[src/rtl/cu_fetch.sv]
// cu_fetch: instruction fetch stage of the CU.
// Issues one-cycle read strobes to instruction memory, captures the returned
// word into Cu_IR, presents it to decode with a valid/ready handshake and owns
// the PC (+4 or +pc_increment on a taken redirect).
// Ports:
//   soc_clk, IF_reset          clock, asynchronous active-high reset
//   fetch_en                   enable fetching (sampled in IDLE and at handshake)
//   mem_req, mem_addr          read strobe / address to instruction memory
//   mem_rvalid, mem_rdata,     read response, bus error qualified by mem_rvalid
//   mem_err
//   Cu_IR, IR_valid, ID_ready  instruction to decode with valid/ready handshake
//   redirect, pc_increment     taken branch and its signed offset, at handshake
//   pc_out                     address of the instruction held / being fetched
//   fetch_fault                sticky fault (bus error, timeout, misaligned PC)
module cu_fetch #(
  parameter logic [31:0] RESET_PC       = 32'h0000_0000,
  parameter int unsigned TIMEOUT_CYCLES = 16
) (
  input  logic        soc_clk,
  input  logic        IF_reset,
  input  logic        fetch_en,
  output logic        mem_req,
  output logic [31:0] mem_addr,
  input  logic        mem_rvalid,
  input  logic [31:0] mem_rdata,
  input  logic        mem_err,
  output logic [31:0] Cu_IR,
  output logic        IR_valid,
  input  logic        ID_ready,
  input  logic        redirect,
  input  logic [31:0] pc_increment,
  output logic [31:0] pc_out,
  output logic        fetch_fault
);

  localparam int unsigned       CNT_W    = $clog2(TIMEOUT_CYCLES);
  localparam logic [CNT_W-1:0]  CNT_LAST = CNT_W'(TIMEOUT_CYCLES - 1);
  localparam logic [31:0]       NOP      = 32'h0000_0013;

  localparam logic [2:0] S_IDLE  = 3'd0;
  localparam logic [2:0] S_REQ   = 3'd1;
  localparam logic [2:0] S_WAIT  = 3'd2;
  localparam logic [2:0] S_HOLD  = 3'd3;
  localparam logic [2:0] S_FAULT = 3'd4;

  logic [2:0]       state, state_d;
  logic [CNT_W-1:0] cnt, cnt_d;
  logic [31:0]      pc_d, ir_d, addr_d, next_pc;
  logic             ir_valid_d, req_d, fault_d;

  // Next state and next values of every registered output
  always_comb begin
    state_d    = state;
    cnt_d      = cnt;
    pc_d       = pc_out;
    ir_d       = Cu_IR;
    ir_valid_d = IR_valid;
    req_d      = 1'b0;
    addr_d     = mem_addr;
    fault_d    = fetch_fault;
    next_pc    = redirect ? (pc_out + pc_increment) : (pc_out + 32'd4);

    case (state)
      S_IDLE: begin
        if (fetch_en) begin
          state_d = S_REQ;
          req_d   = 1'b1;
          addr_d  = pc_out;
        end
      end

      S_REQ: begin
        state_d = S_WAIT;
        cnt_d   = '0;
      end

      S_WAIT: begin
        cnt_d = cnt + CNT_W'(1);
        // A response on the last allowed cycle still beats the timeout
        if (mem_rvalid && !mem_err) begin
          ir_d       = mem_rdata;
          ir_valid_d = 1'b1;
          state_d    = S_HOLD;
        end else if (mem_rvalid || (cnt == CNT_LAST)) begin
          fault_d = 1'b1;
          state_d = S_FAULT;
        end
      end

      S_HOLD: begin
        if (ID_ready) begin
          ir_valid_d = 1'b0;
          // A misaligned target faults; pc_out keeps the branch address
          if (next_pc[1:0] != 2'b00) begin
            fault_d = 1'b1;
            state_d = S_FAULT;
          end else begin
            pc_d = next_pc;
            if (fetch_en) begin
              state_d = S_REQ;
              req_d   = 1'b1;
              addr_d  = next_pc;
            end else begin
              state_d = S_IDLE;
            end
          end
        end
      end

      S_FAULT: begin
        fault_d    = 1'b1;
        ir_valid_d = 1'b0;
      end

      default: begin
        state_d    = S_IDLE;
        ir_valid_d = 1'b0;
      end
    endcase
  end

  // State and output registers
  always_ff @(posedge soc_clk or posedge IF_reset) begin
    if (IF_reset) begin
      state       <= S_IDLE;
      cnt         <= '0;
      pc_out      <= RESET_PC;
      Cu_IR       <= NOP;
      IR_valid    <= 1'b0;
      mem_req     <= 1'b0;
      mem_addr    <= RESET_PC;
      fetch_fault <= 1'b0;
    end else begin
      state       <= state_d;
      cnt         <= cnt_d;
      pc_out      <= pc_d;
      Cu_IR       <= ir_d;
      IR_valid    <= ir_valid_d;
      mem_req     <= req_d;
      mem_addr    <= addr_d;
      fetch_fault <= fault_d;
    end
  end

endmodule

[config.mk]
export PLATFORM = sky130hd
export DESIGN_NAME = cu_fetch
export DESIGN_NICKNAME = d
export VERILOG_FILES = /design/src/rtl/cu_fetch.sv
export SDC_FILE = /design/constraint.sdc
export NUM_CORES = 1
export LEC_CHECK = 0
export BUFFER_PORTS_ARGS = -buffer_cell sky130_fd_sc_hd__clkbuf_2
export CAP_MARGIN = 20
export CELL_PAD_IN_SITES_DETAIL_PLACEMENT = 1
export CELL_PAD_IN_SITES_GLOBAL_PLACEMENT = 1
export CORE_UTILIZATION = 37
export CTS_CLUSTER_SIZE = 28
export DETAILED_ROUTE_END_ITERATION = 16
export MAX_ROUTING_LAYER = met4
export PLACE_DENSITY = 0.75
export SLEW_MARGIN = 20
export SYNTH_ARGS = -nofsm -noshare
export SYNTH_HDL_FRONTEND = slang
export SYNTH_SLANG_ARGS = --single-unit
[constraint.sdc]
create_clock -name soc_clk -period 2.8 [get_ports soc_clk]
set_input_delay 0.14 -clock soc_clk [delete_from_list [all_inputs] [get_ports soc_clk]]
set_output_delay 0.14 -clock soc_clk [all_outputs]
set_load 0.01 [all_outputs]
======== Yosys cells after proc, flatten, opt, wreduce, memory -nomap -nowiden ========
Index checks and enable logic that the tools add are counted.
word-level totals
  register bits after elaboration ......... 106
  input bits .............................. 71
  output and inout bits ................... 99
cells by class
  $add $sub $neg .......................... 3
  eq/ne operators ......................... 14
  mux-type cells .......................... 26
  bitwise gates (word level) .............. 3
  reduce and logical (&&, ||, !) cells .... 15
operators by type and width
  cell                   count
  $mux 32                5
  $pmux 32 s2            1
  $add 32x3->32 const B  1
  $add 32x32->32         1
  $ne 2x2->1 const B     8
  $mux 3                 5
  $pmux 3 s5             1
  $mux 1                 10
  $reduce_and 5->1       2
  $pmux 4 s2             1
  $eq 3x2->1 const B     2
  $pmux 1 s3             2
  $reduce_and 3->1       2
  $reduce_bool 2->1      3
  $add 4x1->4 const B    1
  $eq 4x4->1 const B     1
  $reduce_and 4->1       1
  $eq 3x1->1 const B     1
  $eq 3x3->1 const B     1
  $logic_not 3->1        1
  $ne 3x3->1 const B     1
  $not 1->1              3
  $reduce_bool 3->1      1
  $pmux 1 s2             1
  5 further kinds        5

======== Logic depth before layout (Yosys ltp) ========
Gate-level depths: netlist of run 1.
  depth after elaboration ................. 6
  depth in mapped cells ................... 11
  gate-level depth less buffers ........... 10

======== Least setup slack after synthesis of run 1 ========
No wires, ideal clock.
  kind .................................... reg2reg
  start ................................... register pc_out[12]
  end ..................................... register pc_out[31]
  setup time .............................. 128 ps
  arrival ................................. 2585 ps
  slack ................................... 87 ps
  stages on the path, launching flop included .. 10
  clock period less this slack ............ 2713 ps
  cells stage by stage .................... dfrtp_1 > ha_1 > a21oi_1 > o21ba_4 > o221ai_2 > a221o_1 > or4_4 > a41oi_1 > o21ai_1 > xnor2_1
between the ends
  word-level cells in the longest chain between the ends .. 2
ends and longest elaborated chain
  element                                                 line  text
  from (decl)                                             32    output logic [31:0] pc_out,
  from (signal assigned)                                  136   pc_out <= pc_d;
  $add 32x3->32 / $add 32x32->32 (equally long branches)  61    next_pc = redirect ? (pc_out + pc_increment) : (pc_out + 32'd4);
  $mux 32 (*)                                             61
Every way passes the cells marked *; elsewhere a longest branch is shown, timed or not.
A chain may end at the register's enable or synchronous reset.

======== Final worst setup path of run 1 ========
  start ................................... register pc_out[6]
  end ..................................... register pc_out[31]
The elaborated chain is that of the path after synthesis.

==> metrics.json, run 1 <==
{
  "outcome": {
    "result_of_the_run": "finished with violations",
    "violations": "negative hold slack"
  },
  "drt": {
    "post-route-drc-count": 0,
    "pre_antenna_drt_iters": 4,
    "wirelength_met1_microns": 11000,
    "drt.antenna.violating_nets": 0,
    "sum_of_met2_wire_segment_lengths_after_detailed_routing_microns": 12900,
    "detail_route.vias_per_cell": 5.57,
    "drt_first_iter_violations": 466,
    "top_layer_used": "met4",
    "detailroute.via_count": 7079,
    "wl_met3_microns": 974,
    "detail_route.wl_per_cell_microns": 19.9,
    "routed_wirelength_microns": 25300
  },
  "timing": {
    "post-route-min-period_ns": 2.72,
    "fmax_ghz": 0.368,
    "timing_worst_slew_pin_value_ns": 0.785,
    "finalSetupViolCount": 0,
    "slew_headroom_pct": 47.7,
    "post-route-period-util_pct": 97.0,
    "hold_vio_cnt_final": 1,
    "rsz_0062_raised_after_global_routing": "yes",
    "whs_ns": -0.000356,
    "timing_max_transition_violations_final": 0,
    "final.setup_skew_ns": 0.0129
  },
  "placement": {
    "placedInstanceArea_sq_um": 8600,
    "numPortBuffers": 169,
    "gp_congestion": 0.866,
    "numPlacedInstances": 1231,
    "place.detailed.hpwl_microns": 18400
  },
  "global_routing": {
    "global_route_wire_length_before_repair_microns": 40200,
    "overflow": 0,
    "grt_usage_pct": 27.1,
    "grt_antenna_before_repair": 0,
    "via_count_of_the_first_global_routing_pass": 7290,
    "grt_start_max_net_pins": 53
  },
  "finish": {
    "num_antenna_cells": 0,
    "layout_common_cells": "sky130_fd_sc_hd__clkbuf_2 (169), sky130_fd_sc_hd__dfrtp_1 (103), sky130_fd_sc_hd__nand2_1 (87)",
    "layout.cells.most_common": "sky130_fd_sc_hd__clkbuf_2",
    "layout-area-overhead-vs-synth_pct": 31.8,
    "final_util_pct": 49.6,
    "design_area_sq_um": 9280,
    "instances_no_fill": 1270,
    "design.final.nets": 1136,
    "layout-drive-gt1-share_pct": 33.6
  },
  "synth": {
    "ys.warnings.count": 0,
    "synth_seq_area_share_pct": 37.7,
    "number_of_enable_flip_flop_cells_after_synthesis": 0,
    "synthesis.area_per_instance_sq_um": 8.84,
    "number_of_library_cell_types_mapped_by_synthesis": 74,
    "syn-cell-area_sq_um": 7040,
    "ys_async_sr_fraction_pct": 100,
    "synth-seq-cells": 106,
    "synth_fp_nets": 901,
    "synthesis.instances": 796,
    "synthFlopType": "sky130_fd_sc_hd__dfrtp_1"
  },
  "cts": {
    "cts.htree.levels": 3,
    "tritoncts": "done",
    "clk_latency_ns": 0.37,
    "tritoncts.num_buffers": 9,
    "cts_max_path_buffers": 2,
    "path_clk_slew_ns": 0.09,
    "cts.sink_count": 106,
    "cts_root_buffer": "sky130_fd_sc_hd__clkbuf_16"
  },
  "floorplan": {
    "design.die.area_sq_um": 19600,
    "die_extent_in_y_microns": 140,
    "start_util_pct": 37.6,
    "chipWidth_microns": 140,
    "core-area_sq_um": 18700,
    "top_level_ports": 170,
    "rows": 50
  },
  "setup_path": {
    "timing.critical_path.arrival_ns": 2.96,
    "cp-end-kind": "flop",
    "crit_type": "reg2reg",
    "critPathMaxFanout": 5,
    "cp.required_ns": 3.05,
    "critPathLaunchType": "flop"
  },
  "pwr": {
    "vdd_drop_max_mv": 0.383,
    "power_density_normalized_to_cell_area_nw_per_um2": 1030,
    "static-leakage-power_nw": 4.42
  },
  "flow_run": {
    "drv.max_cap_violation_count": 0
  },
  "worst_hold_path": {
    "min_path_type": "in2reg"
  }
}
==> path summary, 6_finish.rpt <==
kind / startpoint / to / slack, ns / depth (start not counted)
worst max-delay path: pc_out[6] / pc_out[31] / 0.08 / 11
max in group asynchronous: IF_reset / Cu_IR[4] / 1.53 / 4
worst min register to register: mem_addr[23] / mem_addr[23] / 0.48 / 2
worst min-delay path: mem_rdata[1] / Cu_IR[1] / -0.0004 / 2
worst max register to register: pc_out[6] / pc_out[31] / 0.08 / 11
min in group asynchronous: IF_reset / Cu_IR[12] / 0.43 / 3
==> state kept, by name, indices dropped and copies added (netlist names) <==
name         flops
mem_addr        32
pc_out          32
state            3
cnt              4
Cu_IR           32
mem_req          1
fetch_fault      1
IR_valid         1
==> synthesized netlist by cell type, types with 7 or more instances <==
cell / instances / area (sq um)
sky130_fd_sc_hd__mux2_2: 36 / 405
sky130_fd_sc_hd__or3_1: 7 / 43.8
sky130_fd_sc_hd__nor3_1: 11 / 55.1
sky130_fd_sc_hd__a21oi_1: 75 / 375
sky130_fd_sc_hd__nand4_1: 10 / 62.6
sky130_fd_sc_hd__o21ai_0: 71 / 355
sky130_fd_sc_hd__inv_1: 11 / 41.3
sky130_fd_sc_hd__nor2_1: 57 / 214
sky130_fd_sc_hd__nor2b_1: 8 / 50.1
sky130_fd_sc_hd__nand2_1: 88 / 330
sky130_fd_sc_hd__xor2_1: 17 / 149
sky130_fd_sc_hd__and4_1: 8 / 70.1
sky130_fd_sc_hd__nand3_1: 30 / 150
sky130_fd_sc_hd__mux2i_1: 12 / 120
sky130_fd_sc_hd__ha_1: 33 / 413
sky130_fd_sc_hd__dfrtp_1: 103 / 2580
sky130_fd_sc_hd__a21o_1: 13 / 97.6
sky130_fd_sc_hd__o21a_1: 7 / 52.6
sky130_fd_sc_hd__clkbuf_1: 39 / 146
sky130_fd_sc_hd__o211ai_1: 9 / 67.6
sky130_fd_sc_hd__xnor2_1: 27 / 236
sky130_fd_sc_hd__a211oi_1: 7 / 52.6
sky130_fd_sc_hd__o21ai_1: 7 / 35.0
sky130_fd_sc_hd__and3_1: 22 / 138
==> routing by layer <==
layer  vias to the layer above  GRT usage [%]
met5                         -              -
met1                      3533           34.4
met3                        32           3.42
li1                       3371              -
met4                         0           7.69
met2                       143           45.2
==> area by class of cell <==
| cell class | count | area [sq um] |
|---|---|---|
| repair buffers | 267 | 1650 |
| fillers | 2245 | 9430 |
| multi-input cells | 635 | 4310 |
| clock buffers | 9 | 225 |
| flip-flops and latches | 106 | 2660 |
| well taps | 234 | 293 |
| inverters | 12 | 48.8 |
| clock inverters | 7 | 93.8 |
==> worst max-delay path, stage by stage (launching register included) <==
cell and delay [ns]:
sky130_fd_sc_hd__dfrtp_1 0.39, sky130_fd_sc_hd__ha_1 0.34, sky130_fd_sc_hd__buf_4 0.18, sky130_fd_sc_hd__a21oi_1 0.18, sky130_fd_sc_hd__nand2_2 0.10, sky130_fd_sc_hd__a31oi_4 0.24
sky130_fd_sc_hd__nor4b_2 0.08, sky130_fd_sc_hd__buf_4 0.15, sky130_fd_sc_hd__or4_4 0.51, sky130_fd_sc_hd__a41oi_2 0.19, sky130_fd_sc_hd__o21ai_1 0.09, sky130_fd_sc_hd__xnor2_1 0.13
==> repair_timing <==
item | in CTS | in global routing
resized for setup | 3 | 25
endpoints found under the setup margin | 3 | 25
hold endpoints to repair | 42 | 1
hold buffers | 18 | 1
pin swaps | 4 | 5
buffers inserted | 2 | 2
==> metrics by stage <==
step	worst slack, ns	TNS [ns]	total power [W]
2_1_floorplan	0.0866	0	0.00577
3_3_place_gp	0.0402	0	0.00776
3_5_place_dp	-0.0179	-0.0253	0.00791
4_1_cts	0.00510	0	0.00942
5_1_grt	-0.0511	-0.156	0.0103
6_report	0.0848	0	0.00957
==> where the power goes <==
part	internal, W	total, W	leakage, nW	switching, W
clock	0.000650	0.00138	0.154	0.000731
combinational	0.00242	0.00558	2.93	0.00316
sequential	0.00218	0.00261	1.34	0.000433
total	0.00525	0.00957	4.42	0.00432
==> logic make-up (layout without fill, tap and decap cells) <==
family / count (synthesis) / after routing / share of synthesized area [%]
xor+xnor: 44 / 44 / 5.48
flops: 106 / 106 / 37.7
buf+inv: 55 / 295 / 3.13
simple gates: 271 / 271 / 18.9
fa+ha+maj: 34 / 34 / 6.15
mux: 48 / 48 / 7.47
compound gates: 238 / 238 / 21.1
No activity file was read; power rests on OpenSTA's default activity.
==> inputs of run 2 (changes only) <==
- CORE_UTILIZATION: 37 -> 41
- PLACE_DENSITY: 0.75 -> 0.79
- clock period: 2.8 -> 2.75 ns (I/O delays scaled with it)
==> metrics.json, run 2 (same netlist as run 1, synthesis figures left out) <==
{
  "finish": {
    "instances_no_fill": {"value": 1257, "change": "-1.0%"},
    "num_antenna_cells": {"value": 0, "change": "unchanged"},
    "layout-area-overhead-vs-synth_pct": 33.0,
    "design.final.nets": {"value": 1137, "change": "+0.088%"},
    "largest_registers_in_the_final_layout": "Cu_IR (32), mem_addr (32), pc_out (32)",
    "layout-drive-gt1-share": {"value": 34.7, "unit": "%", "change": "+1.1 points"},
    "layout_common_cells": "sky130_fd_sc_hd__clkbuf_2 (169), sky130_fd_sc_hd__dfrtp_1 (103), sky130_fd_sc_hd__nand2_1 (87)",
    "multi_input_comb_area": {"value": 4400, "unit": "sq um", "change": "+2.1%"},
    "fill_cells": {"value": 2040, "change": "-9.1%"},
    "layout.cells.most_common": "sky130_fd_sc_hd__clkbuf_2",
    "seqCellArea": {"value": 2660, "unit": "sq um", "change": "unchanged"}
  },
  "setup_path": {
    "timing.critical_path.cells": "ha_4, a21o_1, o21ba_4, o221ai_2, a221o_1, or4_4, a41oi_2, o21ai_1, xnor2_1",
    "critical_path_buf_inv_count": {"value": 0, "change": "-2"},
    "timing.critical_path.arrival": {"value": 2.97, "unit": "ns", "change": "about the same"},
    "cp-end-kind": "flop",
    "critical-path-top-delay-family": "compound AO/OA/AOI/OAI gates",
    "max_stage_delay": {"value": 0.56, "unit": "ns", "change": "+0.05 ns"},
    "critPathMaxFanout": {"value": 3, "change": "-2"},
    "critPathLaunchType": "flop",
    "cp.required": {"value": 3.00, "unit": "ns", "change": "-0.05 ns"},
    "crit_type": "reg2reg",
    "timing.critical_path.slowest_stage_cell": "sky130_fd_sc_hd__or4_4"
  },
  "timing": {
    "fmax": {"value": 0.368, "unit": "GHz", "change": "-0.11%"},
    "post-route-min-period": {"value": 2.72, "unit": "ns", "change": "+0.00310 ns"},
    "slew_headroom": {"value": 43.8, "unit": "%", "change": "-3.8 points"},
    "post-route-period-util": {"value": 98.8, "unit": "%", "change": "+1.9 points"},
    "finalSetupViolCount": {"value": 0, "change": "unchanged"},
    "timing.setup.tns": {"value": 0, "unit": "ns", "change": "unchanged"},
    "rsz_0062_raised_after_global_routing": "yes",
    "timing_max_transition_violations_final": {"value": 0, "change": "unchanged"},
    "final.setup_skew": {"value": 0.0140, "unit": "ns", "change": "+0.00119 ns"},
    "timing_worst_slew_pin_value": {"value": 0.841, "unit": "ns", "change": "+0.0559 ns"},
    "hold_vio_cnt_final": {"value": 0, "change": "-1"}
  },
  "drt": {
    "post-route-drc-count": {"value": 0, "change": "unchanged"},
    "drt.antenna.violating_nets": {"value": 0, "change": "unchanged"},
    "detailroute.via_count": {"value": 7259, "change": "+2.5%"},
    "detail_route.vias_per_cell": {"value": 5.77, "change": "+3.6%"},
    "drt_first_iter_violations": {"value": 436, "change": "-6.4%"},
    "detail_route.wl_per_cell": {"value": 21.2, "unit": "microns", "change": "+6.1%"},
    "pre_antenna_drt_iters": {"value": 5, "change": "+1"},
    "routed_wirelength": {"value": 26600, "unit": "microns", "change": "+5.0%"}
  },
  "flow_run": {
    "drv.max_cap_violation_count": {"value": 0, "change": "unchanged"}
  },
  "floorplan": {
    "top_level_ports": {"value": 170, "change": "unchanged"},
    "die_extent_in_y": {"value": 133, "unit": "microns", "change": "-4.9%"},
    "start_util": {"value": 42.1, "unit": "%", "change": "+4.5 points"},
    "core-area": {"value": 16700, "unit": "sq um", "change": "-11%"},
    "rows": {"value": 47, "change": "-6.0%"},
    "design.die.area": {"value": 17700, "unit": "sq um", "change": "-9.6%"},
    "chipWidth": {"value": 133, "unit": "microns", "change": "-4.9%"}
  },
  "cts": {
    "path_clk_slew": {"value": 0.10, "unit": "ns", "change": "about the same"},
    "tritoncts.num_buffers": {"value": 9, "change": "unchanged"},
    "cts.sink_count": {"value": 106, "change": "unchanged"},
    "cts_root_buffer": "sky130_fd_sc_hd__clkbuf_16",
    "cts_max_path_buffers": {"value": 2, "change": "unchanged"},
    "clk_latency": {"value": 0.37, "unit": "ns", "change": "about the same"},
    "cts.htree.levels": {"value": 3, "change": "unchanged"},
    "tritoncts": "done"
  },
  "pwr": {
    "vdd_drop_max": {"value": 0.430, "unit": "mV", "change": "+12%"},
    "netSwitchingFraction": {"value": 45.7, "unit": "%", "change": "+0.54 points"},
    "switchingPower": {"value": 0.00456, "unit": "W", "change": "+5.5%"},
    "static-leakage-power": {"value": 4.44, "unit": "nW", "change": "+0.42%"},
    "comb_power_share": {"value": 59.1, "unit": "%", "change": "+0.8 points"},
    "power_frac_seq": {"value": 26.7, "unit": "%", "change": "-0.6 points"},
    "power.clock.fraction": {"value": 14.2, "unit": "%", "change": "-0.2 points"},
    "power.internal": {"value": 0.00542, "unit": "W", "change": "+3.2%"},
    "power_density_normalized_to_cell_area": {"value": 1070, "unit": "nW/um^2", "change": "+3.3%"}
  },
  "placement": {
    "numPortBuffers": {"value": 169, "change": "unchanged"},
    "numPlacedInstances": {"value": 1217, "change": "-1.1%"},
    "place.detailed.hpwl": {"value": 18400, "unit": "microns", "change": "about the same"},
    "gp_congestion": {"value": 0.870, "change": "+0.54%"}
  },
  "global_routing": {
    "grt_usage": {"value": 30.8, "unit": "%", "change": "+3.7 points"},
    "grt_start_max_net_pins": {"value": 51, "change": "-3.8%"},
    "grt_antenna_before_repair": {"value": 0, "change": "unchanged"},
    "via_count_of_the_first_global_routing_pass": {"value": 7474, "change": "+2.5%"},
    "global_route_wire_length_before_repair": {"value": 41100, "unit": "microns", "change": "+2.2%"},
    "overflow": {"value": 0, "change": "unchanged"}
  },
  "outcome": {
    "result_of_the_run": "finished, final reports clean"
  },
  "worst_hold_path": {
    "min_path_type": "in2reg"
  }
}
-- run 2: cell count changes in the layout (fill, tap and decap cells not counted), moves of 2 or more --
cell | before | now
sky130_fd_sc_hd__dlygate4sd3_1 | 19 | 15
sky130_fd_sc_hd__o21ai_1 | 9 | 12
sky130_fd_sc_hd__a31oi_2 | 3 | 1
sky130_fd_sc_hd__buf_4 | 77 | 81
sky130_fd_sc_hd__ha_2 | 4 | 2
sky130_fd_sc_hd__o21ai_0 | 68 | 65
sky130_fd_sc_hd__ha_4 | 1 | 5
sky130_fd_sc_hd__ha_1 | 28 | 26
-- run 2: worst register-to-register path, delay by kind of cell, from the launching register on --
kind            cells  cell delay [ns]
xor+xnor            1             0.13
fa+ha+maj           1             0.23
simple gates        1             0.56
compound gates      6             1.26
flops               1             0.42
-- run 2: final timing paths --
check | cells past startpoint | slack, ns | end | from
hold reg to reg | 1 | 0.49 | mem_addr[14] | mem_addr[14]
setup / recovery | 9 | 0.03 | pc_out[31] | pc_out[14]
hold / removal | 2 | 0.007 | Cu_IR[9] | mem_rdata[9]
max in group asynchronous | 4 | 1.44 | pc_out[20] | IF_reset
setup reg to reg | 9 | 0.03 | pc_out[31] | pc_out[14]
min in group asynchronous | 3 | 0.47 | mem_addr[3] | IF_reset
-- run 2: layout make-up --
class / count / area share, %
tap: 220 / 2.94
clock inverter: 7 / 1.00
clock buffer: 9 / 2.41
inverter: 12 / 0.521
multi-input combinational: 635 / 47.0
timing repair buffer: 268 / 17.8
sequential: 106 / 28.4
-- run 2: routing by layer --
metal	wire (microns)	track usage [%]
met1	11200	37.8
met2	13500	51.4
met3	1070	3.10
met4	863	13.2
met5	0	-
-- run 2: through the flow --
stage | setup slack (ns) | instance area [sq um] | hold WS, ns | total power [W] | util, %
after CTS | 0.00192 | 9090 | 0.000731 | 0.00964 | 54.4
final | 0.0317 | 9360 | 0.00690 | 0.00998 | 56.1
after floorplan | 0.0366 | 7040 | 0.289 | 0.00588 | -
after global placement | 0.0489 | 8600 | 0.317 | 0.00791 | 51.5
after global routing | -0.0593 | 9360 | 0.00954 | 0.0106 | 56.1
after detailed placement | -0.0133 | 8600 | 0.331 | 0.00810 | 51.5
-- run 2: what timing repair did --
action | in CTS | in global routing
gates resized for setup | 4 | 37
pin swaps | 4 | 18
buffers inserted | 0 | 9
hold buffers | 15 | 0
setup endpoints to repair | 13 | 31
endpoints found under the hold margin | 46 | 0
-- run 2: power groups by stage --
stage	combinational [W]	sequential, W	clock (W)
2_1_floorplan	0.00282	0.00305	0
3_3_place_gp	0.00530	0.00261	0
3_5_place_dp	0.00544	0.00267	0
4_1_cts	0.00558	0.00264	0.00142
5_1_grt	0.00638	0.00275	0.00147
6_report	0.00590	0.00267	0.00141
==> inputs of run 3 (changes only) <==
- CORE_UTILIZATION: 41 -> 42
- CTS_BUF_LIST: default -> sky130_fd_sc_hd__clkbuf_8
- PLACE_DENSITY: 0.79 -> 0.81
==> metrics.json, run 3 (same netlist as run 1, synthesis figures left out) <==
{
  "cts": {
    "cts.sink_count": {"value": 106, "change": "unchanged"},
    "clk_latency": {"value": 0.44, "unit": "ns", "change": "+0.07 ns"},
    "tritoncts": "done",
    "cts_root_buffer": "sky130_fd_sc_hd__clkbuf_8",
    "cts.htree.levels": {"value": 3, "change": "unchanged"},
    "cts_max_path_buffers": {"value": 2, "change": "unchanged"},
    "tritoncts.num_buffers": {"value": 9, "change": "unchanged"},
    "path_clk_slew": {"value": 0.16, "unit": "ns", "change": "+0.06 ns"}
  },
  "global_routing": {
    "grt_antenna_before_repair": {"value": 0, "change": "unchanged"},
    "grt_start_max_net_pins": {"value": 101, "change": "+98%"},
    "global_route_wire_length_before_repair": {"value": 43700, "unit": "microns", "change": "+6.5%"},
    "grt_usage": {"value": 33.6, "unit": "%", "change": "+2.9 points"},
    "via_count_of_the_first_global_routing_pass": {"value": 7939, "change": "+6.2%"},
    "overflow": {"value": 0, "change": "unchanged"}
  },
  "worst_hold_path": {
    "min_path_type": "in2async"
  },
  "drt": {
    "routed_wirelength": {"value": 28500, "unit": "microns", "change": "+7.3%"},
    "detailroute.via_count": {"value": 7521, "change": "+3.6%"},
    "detail_route.wl_per_cell": {"value": 22.5, "unit": "microns", "change": "+6.4%"},
    "post-route-drc-count": {"value": 0, "change": "unchanged"},
    "drt.antenna.violating_nets": {"value": 0, "change": "unchanged"},
    "detail_route.vias_per_cell": {"value": 5.93, "change": "+2.7%"},
    "drt_first_iter_violations": {"value": 526, "change": "+21%"},
    "pre_antenna_drt_iters": {"value": 5, "change": "unchanged"}
  },
  "finish": {
    "layout-drive-gt1-share": {"value": 33.7, "unit": "%", "change": "-0.97 points"},
    "final_util": {"value": 58.1, "unit": "%", "change": "+2.0 points"},
    "largest_registers_in_the_final_layout": "Cu_IR (32), mem_addr (32), pc_out (32)",
    "instances_no_fill": {"value": 1268, "change": "+0.88%"},
    "layout_common_cells": "sky130_fd_sc_hd__clkbuf_2 (169), sky130_fd_sc_hd__dfrtp_1 (103), sky130_fd_sc_hd__nand2_1 (87)",
    "num_antenna_cells": {"value": 0, "change": "unchanged"},
    "layout-area-overhead-vs-synth": {"value": 32.9, "unit": "%", "change": "about the same"},
    "layout.cells.most_common": "sky130_fd_sc_hd__clkbuf_2",
    "design.final.nets": {"value": 1152, "change": "+1.3%"}
  },
  "floorplan": {
    "top_level_ports": {"value": 170, "change": "unchanged"},
    "design.die.area": {"value": 17300, "unit": "sq um", "change": "-2.3%"},
    "chipWidth": {"value": 131, "unit": "microns", "change": "-1.2%"},
    "die_extent_in_y": {"value": 131, "unit": "microns", "change": "-1.2%"},
    "core-area": {"value": 16100, "unit": "sq um", "change": "-3.5%"},
    "rows": {"value": 46, "change": "-2.1%"},
    "start_util": {"value": 43.7, "unit": "%", "change": "+1.5 points"}
  },
  "timing": {
    "post-route-min-period": {"value": 2.74, "unit": "ns", "change": "+0.0169 ns"},
    "rsz_0062_raised_after_global_routing": "yes",
    "final.setup_skew": {"value": 0.0392, "unit": "ns", "change": "+0.0252 ns"},
    "timing_worst_slew_pin_value": {"value": 0.827, "unit": "ns", "change": "-0.0134 ns"},
    "fmax": {"value": 0.366, "unit": "GHz", "change": "-0.62%"},
    "finalSetupViolCount": {"value": 0, "change": "unchanged"},
    "hold_vio_cnt_final": {"value": 0, "change": "unchanged"},
    "slew_headroom": {"value": 44.8, "unit": "%", "change": "+1.0 points"},
    "post-route-period-util": {"value": 99.5, "unit": "%", "change": "+0.61 points"},
    "timing_max_transition_violations_final": {"value": 0, "change": "unchanged"}
  },
  "flow_run": {
    "drv.max_cap_violation_count": {"value": 0, "change": "unchanged"}
  },
  "setup_path": {
    "timing.critical_path.arrival": {"value": 3.02, "unit": "ns", "change": "+0.05 ns"},
    "timing.critical_path.cells": "ha_4, fa_2, a21oi_2, nor2_2, o211ai_1, buf_4, nand3_4, a31oi_1, mux2_2, a22oi_1, o21ai_0",
    "cp-end-kind": "flop",
    "cp.required": {"value": 3.03, "unit": "ns", "change": "+0.03 ns"},
    "timing.critical_path.slowest_stage_cell": "sky130_fd_sc_hd__dfrtp_1",
    "max_stage_delay": {"value": 0.43, "unit": "ns", "change": "-0.13 ns"},
    "critPathLaunchType": "flop",
    "crit_start": "pc_out[0]",
    "crit_type": "reg2reg",
    "r2r_start": "pc_out[0]",
    "critPathMaxFanout": {"value": 4, "change": "+1"}
  },
  "pwr": {
    "vdd_drop_max": {"value": 0.455, "unit": "mV", "change": "+5.9%"},
    "static-leakage-power": {"value": 4.43, "unit": "nW", "change": "-0.20%"},
    "power_density_normalized_to_cell_area": {"value": 1040, "unit": "nW/um^2", "change": "-2.3%"}
  },
  "placement": {
    "numPlacedInstances": {"value": 1214, "change": "-0.25%"},
    "place.detailed.hpwl": {"value": 18600, "unit": "microns", "change": "+1.0%"},
    "gp_congestion": {"value": 0.893, "change": "+2.7%"},
    "numPortBuffers": {"value": 169, "change": "unchanged"}
  },
  "outcome": {
    "result_of_the_run": "finished, final reports clean"
  }
}
==> run 3: final cells by class <==
| class | instances | area [sq um] |
|---|---|---|
| clock buffers | 9 | 124 |
| flip-flops and latches | 106 | 2660 |
| inverters | 12 | 48.8 |
| well taps | 216 | 270 |
| clock inverters | 7 | 77.6 |
| fillers | 1944 | 6760 |
| multi-input cells | 635 | 4370 |
| repair buffers | 283 | 1810 |
==> run 3: report_power, final <==
group	internal [W]	total, W	switching [W]
Sequential	0.00222	0.00275	0.000535
Clock	0.000365	0.00108	0.000712
Combinational	0.00253	0.00591	0.00339
==> run 3: repair_timing <==
| action | 4_1_cts | 5_1_grt |
|---|---|---|
| setup buffers | 1 | 4 |
| hold buffers | 33 | 0 |
| endpoints found under the setup margin | 16 | 23 |
| endpoints found under the hold margin | 38 | 0 |
| pin swaps | 5 | 13 |
| gates resized for setup | 8 | 31 |
==> run 3: layer usage <==
| metal | vias up | wire, microns | track usage [%] |
|---|---|---|---|
| met5 | - | 0 | - |
| met4 | 0 | 1550 | 19.3 |
| met3 | 81 | 1430 | 4.40 |
| met2 | 306 | 14400 | 57.3 |
| met1 | 3738 | 11200 | 38.0 |
| li1 | 3396 | - | - |
==> run 3: worst max-delay path: cells and delay by family, from the launching register on <==
| family | cells | cell delay, ns |
|---|---|---|
| multiplexers | 1 | 0.38 |
| buffers and inverters | 1 | 0.16 |
| flip-flops | 1 | 0.43 |
| AO/OA/AOI/OAI | 5 | 0.88 |
| AND/OR/NAND/NOR | 2 | 0.17 |
| adder cells (fa/ha/maj) | 2 | 0.60 |
==> run 3: path summary, 6_finish.rpt <==
| kind | to | slack, ns | cells after the start |
|---|---|---|---|
| worst max-delay path | mem_addr[18] | 0.01 | 11 |
| worst min-delay path | Cu_IR[2] | 0.14 | 3 |
| worst max register to register | mem_addr[18] | 0.01 | 11 |
| worst min register to register | mem_addr[14] | 0.50 | 1 |
| max in group asynchronous | pc_out[14] | 1.75 | 4 |
| min in group soc_clk | state[0] | 0.18 | 3 |
==> run 3: per-stage QoR <==
step	TNS, ns	setup WS (ns)	total power, W	area, sq um	hold WS, ns
after global placement	0	0.00149	0.00790	8590	0.0566
after global routing	-0.603	-0.153	0.0103	9360	0.158
after detailed placement	-0.962	-0.159	0.00815	8590	0.0577
after CTS	0	0.00884	0.00932	9190	0.166
after floorplan	0	0.0366	0.00588	7040	0.289
final	0	0.0148	0.00975	9360	0.144
